==> src/rtl/uart_cmd_master_pkg.sv <==
// Shared constants and types for the UART command master: sequencer states,
// command byte, frame count and a counter-width helper.
package uart_cmd_master_pkg;

  typedef enum logic [2:0] {
    ST_IDLE     = 3'd0,
    ST_SEND     = 3'd1,
    ST_GAP      = 3'd2,
    ST_WAIT_RSP = 3'd3,
    ST_DONE     = 3'd4
  } state_t;

  localparam logic [7:0] CMD_BYTE    = 8'h73;
  localparam int         FRAME_COUNT = 4;
  localparam int         RSP_BYTES   = 3;

  // Bits needed to hold values 0..n-1, never less than one bit.
  function automatic int cnt_width(input int n);
    return (n > 1) ? $clog2(n) : 1;
  endfunction

endpackage

==> src/rtl/uart_bit_ser.sv <==
// 8N1 serializer: go loads a byte and starts the start bit on the next cycle;
// frame_done is high during the last cycle of the stop bit.
module uart_bit_ser
  import uart_cmd_master_pkg::*;
#(
  parameter int BIT_CYC = 5208
) (
  input  logic       clk,
  input  logic       rst,
  input  logic       go,
  input  logic [7:0] data,
  output logic       tx,
  output logic       frame_done
);

  localparam int CW = cnt_width(BIT_CYC);

  logic [CW-1:0] baud_cnt;
  logic [3:0]    bit_idx;
  logic [8:0]    shreg;
  logic          active;
  logic          bit_end;

  assign bit_end    = active && (baud_cnt == CW'(BIT_CYC - 1));
  assign frame_done = bit_end && (bit_idx == 4'd9);

  always_ff @(posedge clk) begin
    if (!rst) begin
      tx       <= 1'b1;
      active   <= 1'b0;
      baud_cnt <= '0;
      bit_idx  <= 4'd0;
      shreg    <= 9'h0;
    end else if (go) begin
      tx       <= 1'b0;
      active   <= 1'b1;
      baud_cnt <= '0;
      bit_idx  <= 4'd0;
      shreg    <= {1'b1, data};
    end else if (bit_end) begin
      baud_cnt <= '0;
      if (bit_idx == 4'd9) begin
        active  <= 1'b0;
        bit_idx <= 4'd0;
        tx      <= 1'b1;
      end else begin
        // shreg holds d0..d7 then the stop bit; shifting in ones keeps the line idle-safe
        bit_idx <= bit_idx + 4'd1;
        tx      <= shreg[0];
        shreg   <= {1'b1, shreg[8:1]};
      end
    end else if (active) begin
      baud_cnt <= baud_cnt + 1'b1;
    end
  end

endmodule

==> src/rtl/uart_cmd_master.sv <==
// Sends 0x73, op_a, 0x73, op_b over UART, then collects a 3-byte response
// (MSB first) into result, with a response timeout that sets err.
module uart_cmd_master
  import uart_cmd_master_pkg::*;
#(
  parameter int CLK_FREQ    = 50_000_000,
  parameter int BAUD        = 9600,
  parameter int GAP_BITS    = 10,
  parameter int RSP_TIMEOUT = 50_000_000
) (
  input  logic        clk,
  input  logic        rst,
  input  logic        start,
  input  logic [7:0]  op_a,
  input  logic [7:0]  op_b,
  output logic        tx,
  input  logic        rx_ready,
  input  logic [7:0]  rx_data,
  output logic        busy,
  output logic [23:0] result,
  output logic        done,
  output logic        err
);

  localparam int BIT_CYC = CLK_FREQ / BAUD;
  localparam int GAP_CYC = GAP_BITS * BIT_CYC;
  localparam int GW      = cnt_width(GAP_CYC);
  localparam int TW      = cnt_width(RSP_TIMEOUT);

  state_t        state, state_nxt;
  logic [1:0]    byte_idx;
  logic [1:0]    nxt_idx;
  logic [GW-1:0] gap_cnt;
  logic [TW-1:0] tmo_cnt;
  logic [1:0]    rsp_cnt;
  logic [7:0]    rsp_hi, rsp_mid;
  logic [7:0]    op_a_q, op_b_q;

  logic       accept, gap_end, last_frame, rsp_last, tmo_hit;
  logic       go, frame_done;
  logic [7:0] ser_data;

  assign accept     = (state == ST_IDLE) && start;
  assign gap_end    = (state == ST_GAP) && (gap_cnt == GW'(GAP_CYC - 1));
  assign last_frame = (byte_idx == 2'(FRAME_COUNT - 1));
  assign rsp_last   = (state == ST_WAIT_RSP) && rx_ready && (rsp_cnt == 2'(RSP_BYTES - 1));
  assign tmo_hit    = (state == ST_WAIT_RSP) && (tmo_cnt == TW'(RSP_TIMEOUT - 1));
  assign nxt_idx    = byte_idx + 2'd1;

  // Next frame is launched on the final gap cycle so its start bit follows the gap directly.
  assign go       = accept || (gap_end && !last_frame);
  assign ser_data = accept      ? CMD_BYTE :
                    !nxt_idx[0] ? CMD_BYTE :
                    nxt_idx[1]  ? op_b_q : op_a_q;

  assign busy = (state != ST_IDLE);
  assign done = (state == ST_DONE);

  uart_bit_ser #(
    .BIT_CYC (BIT_CYC)
  ) u_ser (
    .clk        (clk),
    .rst        (rst),
    .go         (go),
    .data       (ser_data),
    .tx         (tx),
    .frame_done (frame_done)
  );

  always_comb begin
    state_nxt = state;
    case (state)
      ST_IDLE:     if (start) state_nxt = ST_SEND;
      ST_SEND:     if (frame_done) state_nxt = ST_GAP;
      ST_GAP:      if (gap_end) state_nxt = last_frame ? ST_WAIT_RSP : ST_SEND;
      ST_WAIT_RSP: if (rsp_last || tmo_hit) state_nxt = ST_DONE;
      ST_DONE:     state_nxt = ST_IDLE;
      default:     state_nxt = ST_IDLE;
    endcase
  end

  always_ff @(posedge clk) begin
    if (!rst) begin
      state    <= ST_IDLE;
      byte_idx <= 2'd0;
      gap_cnt  <= '0;
      tmo_cnt  <= '0;
      rsp_cnt  <= 2'd0;
      rsp_hi   <= 8'h0;
      rsp_mid  <= 8'h0;
      op_a_q   <= 8'h0;
      op_b_q   <= 8'h0;
      result   <= 24'h0;
      err      <= 1'b0;
    end else begin
      state   <= state_nxt;
      gap_cnt <= (state == ST_GAP && !gap_end) ? gap_cnt + 1'b1 : '0;
      tmo_cnt <= (state == ST_WAIT_RSP && !tmo_hit) ? tmo_cnt + 1'b1 : '0;

      if (accept) begin
        op_a_q   <= op_a;
        op_b_q   <= op_b;
        err      <= 1'b0;
        byte_idx <= 2'd0;
      end
      if (gap_end && !last_frame) byte_idx <= nxt_idx;

      if (state == ST_WAIT_RSP && rx_ready) begin
        rsp_cnt <= rsp_cnt + 2'd1;
        if (rsp_cnt == 2'd0) rsp_hi  <= rx_data;
        if (rsp_cnt == 2'd1) rsp_mid <= rx_data;
      end
      if (state != ST_WAIT_RSP) rsp_cnt <= 2'd0;

      // A third byte arriving on the expiry cycle wins over the timeout.
      if (rsp_last)     result <= {rsp_hi, rsp_mid, rx_data};
      else if (tmo_hit) err    <= 1'b1;
    end
  end

endmodule
==> config.mk <==
export PLATFORM = sky130hd
export DESIGN_NAME = uart_cmd_master
export DESIGN_NICKNAME = d
export VERILOG_FILES = /design/src/rtl/uart_cmd_master_pkg.sv /design/src/rtl/uart_bit_ser.sv /design/src/rtl/uart_cmd_master.sv
export SDC_FILE = /design/constraint.sdc
export NUM_CORES = 1
export LEC_CHECK = 0
export ABC_CLOCK_PERIOD_IN_PS = 3150
export CAP_MARGIN = 0
export CORE_MARGIN = 5
export CORE_UTILIZATION = 35
export CTS_CLUSTER_DIAMETER = 120
export CTS_CLUSTER_SIZE = 20
export DETAILED_ROUTE_END_ITERATION = 8
export PLACE_DENSITY_LB_ADDON = 0.12
export SETUP_SLACK_MARGIN = 0.5
export SYNTH_ARGS = -nofsm -noshare
export SYNTH_HDL_FRONTEND = slang
export SYNTH_SLANG_ARGS = --single-unit
==> constraint.sdc <==
create_clock -name clk -period 3.15 [get_ports clk]
set_input_delay 0.315 -clock clk [delete_from_list [all_inputs] [get_ports clk]]
set_output_delay 0.315 -clock clk [all_outputs]
set_load 0.01 [all_outputs]
# Word-level counts from Yosys, hierarchy flattened

Cells that the tools add are included.

Flip-flop bits (word level): 134
Latch bits: 0
RAM bits: 0
Memory bits (read-only): 0
Input port bits: 28
Output and inout bits: 28
Word-level logic and storage cells: 95
Memories kept: 0

Add/sub/neg operators: 6
$mul: 0
Div/mod/pow operators: 0
$lt $le $gt $ge: 0
Eq/ne operators: 17
Shift-type cells: 0
Muxes and demuxes: 24
Bitwise operators: 1
Reduce and logical (&&, ||, !) cells: 31

Operators by type and width:

| kind                    | number |
|---|---|
| $mux W9                 | 3 |
| $add A26 B1 Y26 const B | 1 |
| $eq A26 B26 Y1 const B  | 1 |
| $mux W8                 | 3 |
| $add A16 B1 Y16 const B | 1 |
| $eq A16 B16 Y1 const B  | 1 |
| $add A13 B1 Y13 const B | 1 |
| $eq A13 B13 Y1 const B  | 1 |
| $mux W3                 | 4 |
| $pmux W3 S4             | 1 |
| $reduce_and A2 Y1       | 6 |
| $logic_and A1 B1 Y1     | 10 |
| $mux W1                 | 9 |
| $ne A2 B2 Y1 const B    | 4 |
| $eq A3 B2 Y1 const B    | 2 |
| $mux W2                 | 3 |
| $reduce_bool A2 Y1      | 3 |
| $add A2 B1 Y2 const B   | 2 |
| $add A4 B1 Y4 const B   | 1 |
| $eq A2 B2 Y1 const B    | 2 |
| $eq A4 B4 Y1 const B    | 1 |
| $mux W4                 | 1 |
| $reduce_and A4 Y1       | 1 |
| $reduce_or A2 Y1        | 2 |
| other kinds (12)        | 15 |

# Longest topological paths before layout

Gate-level depths: netlist of run 1.

Word-level depth: 6
Mapped depth: 8
Depth with buffers taken out: 6

# Hierarchy

Synthesis of run 1 repeated with hierarchy kept, for this count alone.

Cell total of the unflattened synthesis: 677
Area, all modules: 5701.7 um^2

Modules (own cells, without submodules):

| module          | times used | cells an instance | area an instance (um^2) | sequential area each (um^2) |
|---|---|---|---|---|
| uart_cmd_master | 1          | 528               | 4411.7                  | 2122.0 |
| uart_bit_ser    | 1          | 149               | 1290.0                  | 560.5 |

# Worst setup path after synthesis of run 1

Ideal clock, no wire load.

Path kind: reg2reg
Start point: register u_ser.baud_cnt[3]
End point: register u_ser.shreg[7]
Setup time: 119 ps
Data arrival time: 1911 ps
Data required time: 3031 ps
Setup slack: 1120 ps
Stages on the path, launching flop included: 7
Path buffers: 1
Period minus slack after synthesis: 2030 ps
Cell sequence: dfxtp_1 -> or4b_4 -> or4_4 -> buf_6 -> nor2_2 -> a21oi_1 -> o221a_2

Cells in the longest elaborated chain, start to end: 4

Ends and longest elaborated chain:

| element                             | RTL line           | RTL |
|---|---|---|
| start: declaration                  | uart_bit_ser.sv:18 | `logic [CW-1:0] baud_cnt;` |
| start signal: assignment            | uart_bit_ser.sv:53 | `baud_cnt <= baud_cnt + 1'b1;` |
| $eq A13 B13 Y1                      | uart_bit_ser.sv:24 | `assign bit_end = active && (baud_cnt == CW'(BIT_CYC - 1));` |
| $logic_and A1 B1 Y1                 | uart_bit_ser.sv:24 |  |
| $reduce_bool A2 Y1 (no source line) | -                  |  |
| $reduce_and A2 Y1 (no source line)  | -                  |  |
| end signal: assignment              | uart_bit_ser.sv:39 | `shreg <= {1'b1, data};` |
| end signal: assignment              | uart_bit_ser.sv:50 | `shreg <= {1'b1, shreg[8:1]};` |
| end: declaration                    | uart_bit_ser.sv:20 | `logic [8:0] shreg;` |

No other way between the ends.
A chain may end at the register's enable or synchronous reset.

# Final worst setup path of run 1

Start point: register state[0]
End point: register u_ser.baud_cnt[11]

Cells in the longest elaborated chain, start to end: 5
Elaborated cells on any way between the ends: 7
Classes of those cells: 1 x eq/ne; 6 x reduce/logical

Ends and longest elaborated chain:

| element                             | RTL line              | RTL |
|---|---|---|
| start: declaration                  | uart_cmd_master.sv:30 | `state_t state, state_nxt;` |
| start signal: assignment            | uart_cmd_master.sv:96 | `state <= state_nxt;` |
| $eq A3 B2 Y1                        | uart_cmd_master.sv:44 | `assign gap_end = (state == ST_GAP) && (gap_cnt == GW'(GAP_CYC - 1));` |
| $logic_and A1 B1 Y1                 | uart_cmd_master.sv:44 |  |
| $logic_and A1 B1 Y1                 | uart_cmd_master.sv:51 | `assign go = accept \|\| (gap_end && !last_frame);` |
| $logic_or A1 B1 Y1 *                | uart_cmd_master.sv:51 |  |
| $reduce_or A3 Y1 (no source line) * | -                     |  |

Mark *: on every way between the ends. The rest lies on a longest branch, timed or not.

==> key figures, run 1 <==
Clock network
  – Clk pin slew, worst setup/hold paths: 0.06 ns
  – Post-CTS Hold Fix Bufs: 0
  – Clk_lat worst skew: between 0.4 and 0.5 ns
  – TritonCTS buffer count: 17
  – Post_cts resized: 0
  – Post-CTS Setup Inserts: 0
  – Clock Sinks: 134
  – CTS root buffer: clkbuf_16
  – TritonCTS clock tree: yes
  – Buffer depth of the longest clock path: 2
  – H-Tree Depth: 4

Global routing
  – GRT Total Usage: 0.141
  – Number of global-route vias before repair: between 4000 and 5000
  – Initial antenna violation count: 0
  – Largest net degree at the start of global routing: 27
  – First-pass GRT wire length: around 21000 um
  – Remaining global-route overflow: 0

Floorplan
  – Die span in y: between 100 and 150 um
  – # IOs: between 50 and 60
  – Die span in x: between 100 and 150 um
  – Initial Utilization: 0.353
  – Die ar.: 18500 um^2
  – Row cnt: 46
  – Core ar.: about 16000 um^2

Pwr
  – Worst VDD drop: 0.000405 V
  – Pwr/cell area: roughly 560 nW/um^2
  – Leakage: between 2 and 2.5 nW

Synth
  – Yosys cell types: 46
  – Netlist Area Pre-Place: between 5000 and 6000 um^2
  – Syn. warnings: 0
  – Post-synthesis instance total: 640
  – Commonest cells post-synth: dfxtp_1 (134), nand2_1 (111), nor2_1 (89)
  – Avg Cell Area, Syn: 8.66 um^2
  – Async set-reset flop share out of synthesis: 0
  – Ranking of synthesized cells by area: dfxtp_1 (48%), nand2_1 (7.5%), nor2_1 (6.0%), xor2_1 (5.8%), a21oi_1 (5.0%)
  – Synth Flop Type: dfxtp_1
  – Post-synth net total: 675
  – Count leader, synth: dfxtp_1
  – Synth area leader: dfxtp_1
  – Seq cells post-synth: 134
  – Register area share after synthesis: 0.484
  – EDFF count, synth: 0
  – Post-synth top area share: 0.484

Critical path
  – Type of the worst setup path: flip-flop to flip-flop
  – Worst path arrival time: 2.52 ns
  – Cells along the critical path: nor3_1, and2_1, a21oi_1, nand3_1, nor2_1
  – Critical path endpoint category: flip-flop
  – Startpoint Class: flip-flop
  – CP peak stage delay: 0.60 ns
  – WP data required: 3.42 ns
  – WP buf/inv: 0
  – CP max stage cell: and2_1
  – CP top delay family: simple AND/OR/NAND/NOR gates
  – Critical path peak fanout: 19

Outcome
  – Status: complete, no violations

Layout
  – Post-layout util: 0.437
  – Layout cells sized above 1: 0.0768
  – Layout area overhead: 23.9%
  – Post-layout nets: roughly 730
  – Finished Layout Cells: 919
  – Antenna fix cells: 0

Drt
  – Routed vias: 4431
  – DR pass1 iterations: 4
  – Final wirelength: about 12000 um
  – Post-route ant nets: 0
  – 1st-iter DRT viols: between 200 and 250
  – DR WL/cell: 13.5 um
  – DRC Markers: 0
  – Vias/cell: between 4 and 5

STA
  – Final min period: about 2.3 ns
  – Fin. Hold Viols: 0
  – Slew @ Worst Pin: about 0.65 ns
  – RSZ-0062 raised after global routing: no
  – Final period util: 0.714
  – TNS Setup: 0 ns
  – Max-slew violation count: 0
  – Max frequency: approximately 0.44 GHz
  – Clock Skew: between 0.006 and 0.007 ns
  – Slew Limit Headroom: 0.563
  – Setup-failing EPs final: 0

Place
  – Port-buffer cells: between 50 and 60
  – Cell total after placement: 887
  – Final HPWL DP: between 8000 and 9000 um
  – GPL Wtd Cong: roughly 0.76

Min path
  – Min-Delay Path Class: flip-flop to flip-flop

Job
  – MaxCap Viol Count: 0
[cell families after synthesis]
family,count (synthesis),synth area share
xor+xnor,53,0.0837
flops,134,0.484
simple gates,300,0.252
mux,27,0.0499
fa+ha+maj,7,0.0158
compound gates,78,0.0853
buf+inv,41,0.0296
[stage by stage]
stage / hold WS, ns / area (um^2) / setup WS, ns / total power [mW]
floorplan: 0.418 / 5540 / 1.12 / 1.92
global placement: 0.431 / 6300 / 0.850 / 2.00
detailed placement: 0.438 / 6300 / 0.795 / 2.01
CTS: 0.441 / 6870 / 0.852 / 3.90
global route: 0.444 / 6870 / 0.716 / 4.02
finish: 0.451 / 6870 / 0.900 / 3.85
[state kept, by name (all words and copies together), names as in the netlist]
signal          flops
rsp_cnt             2
result             24
op_a_q              8
rsp_mid             8
gap_cnt            16
op_b_q              8
u_ser.bit_idx       4
state               3
u_ser.shreg         9
u_ser.tx            1
err                 1
tmo_cnt            26
byte_idx            2
u_ser.active        1
u_ser.baud_cnt     13
rsp_hi              8
[worst reg2reg max path, stage by stage (launching register included)]
cell	delay (ns)
dfxtp_1	0.39
nor3_1	0.32
and2_1	0.60
a21oi_1	0.22
nand3_1	0.48
nor2_1	0.11
[cell usage in the layout, fill, tap and decap left out, drive strengths merged, types with 2 or more instances in the layout]
cell type / count
o211a: 2
nor2b: 3
inv: 8
clkbuf: 20
nor2: 90
nand3: 30
mux2: 5
nor3: 7
a21oi: 55
nor4bb: 2
nand2: 111
clkinvlp: 6
o41ai: 2
clkdlybuf4s50: 55
and2: 4
and3: 11
or3: 4
and3b: 3
o22ai: 3
nand4: 17
and4: 7
o21ai: 4
nor4: 5
mux2i: 22
a211oi: 2
dfxtp: 134
o221a: 2
or4b: 2
buf: 9
ha: 7
xnor2: 16
clkinv: 5
o221ai: 4
xor2: 37
[power by group]
group / internal (mW) / switching [mW]
combinational: 0.0911 / 0.115
sequential: 1.73 / 0.0272
clock: 1.14 / 0.744
[worst paths after layout]
path                            startpoint            endpoint  slack, ns  cells after the start
worst max-delay path              state[0]  u_ser.baud_cnt[11]       0.90                      5
worst max register to register    state[0]  u_ser.baud_cnt[11]       0.90                      5
worst min-delay path            tmo_cnt[0]          tmo_cnt[0]       0.45                      1
worst min register to register  tmo_cnt[0]          tmo_cnt[0]       0.45                      1
[layout make-up]
class / instances / area, um^2
flip-flops and latches: 134 / 2680
clock inverters: 12 / 104
inverters: 8 / 30.0
multi-input cells: 465 / 2700
fillers: 1529 / 8840
well taps: 216 / 270
clock buffers: 20 / 467
repair buffers: 64 / 618
[routing by layer]
layer / GRT usage / share of wire / vias to the layer above / routed length, um
li1: - / - / 2278 / -
met3: 0.0444 / 0.048 / 18 / 600
met2: 0.232 / 0.47 / 69 / 5760
met5: 0 / 0 / - / 0
met1: 0.177 / 0.47 / 2066 / 5830
met4: 0.0482 / 0.016 / 0 / 196
Note: power is estimated with default switching activity, not from simulation.
==> run 2: changes to the inputs <==
--- a/config.mk
+++ b/config.mk
@@ -5,7 +5,7 @@
 export SDC_FILE = /design/constraint.sdc
 export NUM_CORES = 1
 export LEC_CHECK = 0
-export ABC_CLOCK_PERIOD_IN_PS = 3150
+export ABC_CLOCK_PERIOD_IN_PS = 2350
 export CAP_MARGIN = 0
 export CORE_MARGIN = 5
 export CORE_UTILIZATION = 35
==> constraint.sdc (replaced) <==
create_clock -name clk -period 2.35 [get_ports clk]
set_input_delay 0.235 -clock clk [delete_from_list [all_inputs] [get_ports clk]]
set_output_delay 0.235 -clock clk [all_outputs]
set_load 0.01 [all_outputs]
==> run 2 against run 1 <==
Effect of this change:
- critical path depth is the same
- largest power group unchanged
- clock skew is essentially flat
- via count grew 3.1%
- wire length grew 6.3%
- largest cell class unchanged
- die area is the same
==> key figures, run 2 (synthesized netlist as in run 1, its figures left out) <==
Outcome
  – Status: complete, no violations

Min path
  – Hold wc startpoint: op_b[1]
  – Min-Delay Path Class: input pin to flip-flop
  – Hold Crit Endpoint: op_b_q[1]
  – Hold depth: 3 (+2)

Place
  – Port-buffer cells: 55 (unchanged)
  – GPL Wtd Cong: 0.768 (+1.2%)
  – Final HPWL DP: 8690 um (+1.9%)

Clock network
  – TritonCTS clock tree: yes
  – Buffer depth of the longest clock path: 2 (unchanged)
  – Clk_lat worst skew: 0.41 ns (about the same)
  – Clk pin slew, worst setup/hold paths: 0.06 ns (about the same)
  – CTS root buffer: clkbuf_16
  – H-Tree Depth: 4 (unchanged)
  – Clock Sinks: 134 (unchanged)
  – TritonCTS buffer count: 17 (unchanged)

Critical path
  – WP buf/inv: 0 (unchanged)
  – Cells along the critical path: or4b_4, or4_4, o221ai_4, o221ai_1, a21oi_1
  – Setup slack, reg-to-reg: 0.36 ns (-0.54 ns)
  – CP top delay family: simple AND/OR/NAND/NOR gates
  – Worst path arrival time: 2.34 ns (-0.18 ns)
  – Stages on worst setup path: 5 (unchanged)
  – Startpoint Class: flip-flop
  – Type of the worst setup path: flip-flop to flip-flop
  – CP peak stage delay: 0.53 ns (-0.07 ns)
  – Reg2reg end: u_ser.shreg[4]
  – R2r startpoint: u_ser.baud_cnt[11]
  – Critical path endpoint category: flip-flop
  – Reg2reg path depth: 5 (unchanged)
  – Critical path peak fanout: 6 (-13)
  – WP data required: 2.70 ns (-0.72 ns)
  – CP max stage cell: or4b_4

Floorplan
  – Die span in x: 136 um (unchanged)
  – Core ar.: 15700 um^2 (unchanged)
  – # IOs: 56 (unchanged)
  – Row cnt: 46 (unchanged)
  – Die span in y: 136 um (unchanged)
  – Die ar.: 18500 um^2 (unchanged)
  – Initial Utilization: 0.353 (unchanged)

Drt
  – Post-route ant nets: 0 (unchanged)
  – DRC Markers: 0 (unchanged)
  – 1st-iter DRT viols: 210 (-1.9%)
  – Vias/cell: 4.82 (about the same)
  – Routed vias: 4568 (+3.1%)
  – DR pass1 iterations: 4 (unchanged)
  – Final wirelength: 13200 um (+6.3%)
  – DR WL/cell: 13.9 um (+3.1%)

Global routing
  – Largest net degree at the start of global routing: 67 (+150%)
  – GRT Total Usage: 0.148 (+0.00680)
  – Remaining global-route overflow: 0 (unchanged)
  – Initial antenna violation count: 0 (unchanged)
  – First-pass GRT wire length: 21800 um (+4.1%)
  – Number of global-route vias before repair: 4548 (+5.0%)

STA
  – Slew Limit Headroom: 0.649 (+0.0861)
  – TNS Setup: 0 ns (unchanged)
  – Final period util: 0.846 (+0.132)
  – Max-slew violation count: 0 (unchanged)
  – Max frequency: 0.503 GHz (+13%)
  – Setup-failing EPs final: 0 (unchanged)
  – Final min period: 1.99 ns (-0.261 ns)
  – RSZ-0062 raised after global routing: yes
  – Fin. Hold Viols: 0 (unchanged)
  – Clock Skew: 0.00732 ns (+0.000472 ns)
  – Slew @ Worst Pin: 0.526 ns (-0.129 ns)

Layout
  – Reg with most FFs: tmo_cnt
  – Most frequent cells in the layout: dfxtp_1 (128), nand2_1 (110), nor2_1 (62)
  – Top flop regs: tmo_cnt x26, result x24, gap_cnt x16
  – Layout area overhead: 37.4%
  – Post-layout nets: 754 (+4.0%)
  – Antenna fix cells: 0 (unchanged)
  – Most common cell after layout, fill and taps aside: dfxtp_1
  – Layout cells sized above 1: 0.192 (+0.115)
  – Max reg flops: 26 (unchanged)
  – Filler cells: 1483 (-3.0%)

Pwr
  – Total power: 5.77 mW (+50%)
  – Leakage: 2.77 nW (+12%)
  – Worst VDD drop: 0.000549 V (+36%)
  – Pwr/cell area: 757 nW/um^2 (+35%)

Job
  – MaxCap Viol Count: 0 (unchanged)
## run 2: layer usage
metal / part of all wire / global-route usage
met1: 0.46 / 0.188
met3: 0.030 / 0.0411
met2: 0.49 / 0.241
met4: 0.010 / 0.0538
met5: 0 / 0
## run 2: report_power, final
group	switching, mW	internal (mW)
sequential	0.0330	2.32
combinational	0.187	0.165
clock	0.976	2.08
total	1.20	4.57
## run 2: final cells by class
cell class,instances,area [um^2],share of cell area
sequential,134,2700,0.354
timing repair buffer,93,952,0.125
clock buffer,17,425,0.0558
multi-input combinational,465,2990,0.392
clock inverter,14,256,0.0337
inverter,8,30.0,0.00394
tap,216,270,0.0355
## run 2: repair_timing
item,CTS,global route
gates resized for setup,42,52
setup endpoints to repair,71,77
hold buffers,0,0
setup buffers,15,3
pin swaps,17,21
cloned,3,1
## run 2: metrics by stage
step,instances,setup WS [ns],util,instance area (um^2),hold WS (ns)
final,947,0.361,0.485,7620,0.373
after global routing,947,0.275,0.485,7620,0.369
after CTS,943,0.312,0.470,7390,0.353
after detailed placement,894,0.278,0.405,6370,0.436
after global placement,894,0.294,0.405,6370,0.430
after floorplan,640,0.393,-,5560,0.371
## run 2: how the worst max path moves through the flow
stage / from / end / slack (ns)
after global placement: gap_cnt[0] / u_ser.shreg[1] / 0.29
final: u_ser.baud_cnt[11] / u_ser.shreg[4] / 0.36
after floorplan: u_ser.baud_cnt[11] / u_ser.shreg[7] / 0.39
after CTS: state[2] / done / 0.31
after global routing: u_ser.baud_cnt[11] / u_ser.shreg[0] / 0.28
after detailed placement: gap_cnt[0] / u_ser.shreg[0] / 0.28
## run 2: worst register-to-register path: cells and delay by family (launching register included)
family | cells | cell delay [ns]
AND/OR/NAND/NOR | 2 | 1.04
AO/OA/AOI/OAI | 3 | 0.56
flip-flops | 1 | 0.33
==> run 3: changes to the inputs <==
--- a/config.mk
+++ b/config.mk
@@ -5,7 +5,7 @@
 export SDC_FILE = /design/constraint.sdc
 export NUM_CORES = 1
 export LEC_CHECK = 0
-export ABC_CLOCK_PERIOD_IN_PS = 2350
+export ABC_CLOCK_PERIOD_IN_PS = 1700
 export CAP_MARGIN = 0
 export CORE_MARGIN = 5
 export CORE_UTILIZATION = 35
==> constraint.sdc (replaced) <==
create_clock -name clk -period 1.7 [get_ports clk]
set_input_delay 0.17 -clock clk [delete_from_list [all_inputs] [get_ports clk]]
set_output_delay 0.17 -clock clk [all_outputs]
set_load 0.01 [all_outputs]
==> run 3 against run 2 <==
Effect of this change:
- the run now ends with negative setup slack left
- register-to-register slack worse by 0.62 ns
- critical path depth stayed put
- die area did not move
- core utilization grew 8.7 points
- setup slack got worse by 0.62 ns
- via count up 11%
- non-clock buffer count is 86 higher
- sequential power increased by 38%
- critical path type unchanged
==> key figures, run 3 (synthesized netlist as in run 1, its figures left out) <==
Drt
  – Post-route ant nets: 0 (unchanged)
  – DR WL/cell: 15.2 um (+9.0%)
  – DR pass1 iterations: 4 (unchanged)
  – Final wirelength: 15700 um (+19%)
  – Routed vias: 5077 (+11%)
  – 1st-iter DRT viols: 190 (-9.5%)
  – DRC Markers: 0 (unchanged)
  – Vias/cell: 4.90 (+1.5%)

Pwr
  – Internal power: 5.52 mW (+21%)
  – Pwr/cell area: 821 nW/um^2 (+8.5%)
  – Clock network power share: 0.451 (-0.080)
  – Comb pwr share: 0.107 (+0.046)
  – Sw Share: 0.251 (+0.0438)
  – Leakage: 3.51 nW (+27%)
  – Switch Pwr: 1.85 mW (+55%)
  – Sequential power share: 0.442 (+0.034)
  – Worst VDD drop: 0.000728 V (+33%)

Clock network
  – Clk_lat worst skew: 0.42 ns (about the same)
  – Buffer depth of the longest clock path: 2 (unchanged)
  – Post-CTS Hold Fix Bufs: 0 (unchanged)
  – Clk pin slew, worst setup/hold paths: 0.06 ns (about the same)
  – TritonCTS buffer count: 17 (unchanged)
  – CTS root buffer: clkbuf_16
  – TritonCTS clock tree: yes
  – Clock Sinks: 134 (unchanged)
  – H-Tree Depth: 4 (unchanged)

Floorplan
  – Row cnt: 46 (unchanged)
  – Die span in y: 136 um (unchanged)
  – Core ar.: 15700 um^2 (unchanged)
  – Initial Utilization: 0.353 (unchanged)
  – # IOs: 56 (unchanged)
  – Die span in x: 136 um (unchanged)
  – Die ar.: 18500 um^2 (unchanged)

Outcome
  – Status: finished with violations
  – Failing checks: negative setup slack

Critical path
  – Cells along the critical path: or4b_4, or4_4, o221ai_4, buf_4, o221a_2
  – Worst path arrival time: 2.32 ns (-0.02 ns)
  – Critical path endpoint category: flip-flop
  – WP data required: 2.06 ns (-0.64 ns)
  – CP max stage cell: or4b_4
  – CP top delay family: simple AND/OR/NAND/NOR gates
  – Startpoint Class: flip-flop
  – WP buf/inv: 1 (+1)
  – Critical path peak fanout: 7 (+1)
  – CP peak stage delay: 0.53 ns (about the same)
  – Type of the worst setup path: flip-flop to flip-flop

Global routing
  – GRT Total Usage: 0.172 (+0.0235)
  – Remaining global-route overflow: 0 (unchanged)
  – GR Layer Usage met3: 0.0485 (+0.00740)
  – Number of global-route vias before repair: 5184 (+14%)
  – GR peak layer: met2
  – Met2 Usage GRT: 0.307 (+0.0655)
  – Met1 Use GR: 0.199 (+0.0101)
  – Largest net degree at the start of global routing: 45 (-33%)
  – First-pass GRT wire length: 25000 um (+15%)
  – Initial antenna violation count: 0 (unchanged)

STA
  – Slew @ Worst Pin: 0.381 ns (-0.145 ns)
  – Setup-failing EPs final: 57 (+57)
  – Fin Hold WS: 0.315 ns (-0.0587 ns)
  – Max-slew violation count: 0 (unchanged)
  – Max frequency: 0.510 GHz (+1.4%)
  – Final min period: 1.96 ns (-0.0278 ns)
  – Worst setup margin: -0.261 ns (-0.622 ns)
  – RSZ-0062 raised after global routing: yes
  – Final period util: 1.15 (+0.307)
  – Slew Limit Headroom: 0.745 (+0.0959)
  – Clock Skew: 0.00775 ns (+0.000428 ns)
  – Fin. Hold Viols: 0 (unchanged)

Layout
  – Finished Cell Area: 8980 um^2 (+18%)
  – Layout area overhead: 62.0%
  – Antenna fix cells: 0 (unchanged)
  – Most frequent cells in the layout: dfxtp_1 (112), buf_4 (80), nor2_1 (52)
  – Layout cells sized above 1: 0.475 (+0.284)
  – Filler cells: 1382 (-6.8%)
  – Post-layout nets: 844 (+12%)
  – Top flop regs: tmo_cnt x26, result x24, gap_cnt x16
  – Max reg flops: 26 (unchanged)
  – Most common cell after layout, fill and taps aside: dfxtp_1
  – Reg with most FFs: tmo_cnt

Place
  – Final HPWL DP: 9500 um (+9.4%)
  – Post-DP Area: 7000 um^2 (+9.9%)
  – GPL Wtd Cong: 0.790 (+2.9%)
  – Port-buffer cells: 55 (unchanged)

Job
  – MaxCap Viol Count: 0 (unchanged)

Min path
  – Min-Delay Path Class: input pin to flip-flop
-- run 3: final cells by class --
class,count,area [um^2],share of cell area
Inverter,8,45.0,0.00502
Clock inverter,13,101,0.0113
Sequential cell,134,2710,0.302
Tap cell,216,270,0.0301
Clock buffer,18,439,0.0489
Timing Repair Buffer,179,1790,0.199
Multi-Input combinational cell,469,3630,0.404
-- run 3: power groups by stage --
stage                     clock network (mW)  registers [mW]  logic, mW
after floorplan                            0            3.31      0.316
after global routing                    3.58            3.27      0.843
after global placement                     0            3.31      0.492
final                                   3.33            3.26      0.787
after detailed placement                   0            3.32      0.503
after CTS                               3.42            3.26      0.689
-- run 3: final timing paths --
kind	start	to	slack, ns	cells after the start
setup / recovery	u_ser.baud_cnt[11]	u_ser.shreg[7]	-0.26	5
hold / removal	op_b[2]	op_b_q[2]	0.31	3
setup reg to reg	u_ser.baud_cnt[11]	u_ser.shreg[7]	-0.26	5
hold reg to reg	rsp_hi[7]	result[23]	0.46	2
-- run 3: metal layers --
layer	vias to the layer above	wire, um
met3	15	490
met1	2449	6720
met5	-	0
met4	0	197
li1	2541	-
met2	72	8320
-- run 3: metrics by stage --
stage | worst slack (ns) | util | TNS (ns) | power (mW) | std cells
3_5_place_dp | -0.259 | 0.445 | -5.08 | 3.82 | 955
4_1_cts | -0.251 | 0.539 | -7.71 | 7.36 | 1019
6_report | -0.261 | 0.572 | -7.42 | 7.38 | 1037
3_3_place_gp | -0.225 | 0.445 | -4.00 | 3.81 | 955
5_1_grt | -0.326 | 0.572 | -11.25 | 7.69 | 1037
2_1_floorplan | -0.251 | - | -3.72 | 3.62 | 640
-- run 3: what timing repair did --
item,CTS,global route
resized for setup,209,131
cloned,12,1
buffers inserted,21,17
setup endpoints to repair,160,159
pin swaps,69,39
-- run 3: worst min-delay path, cell delays in order --
cell,delay [ns]
clkdlybuf4s50_1,0.40
nand2_1,0.06
a21oi_1,0.05
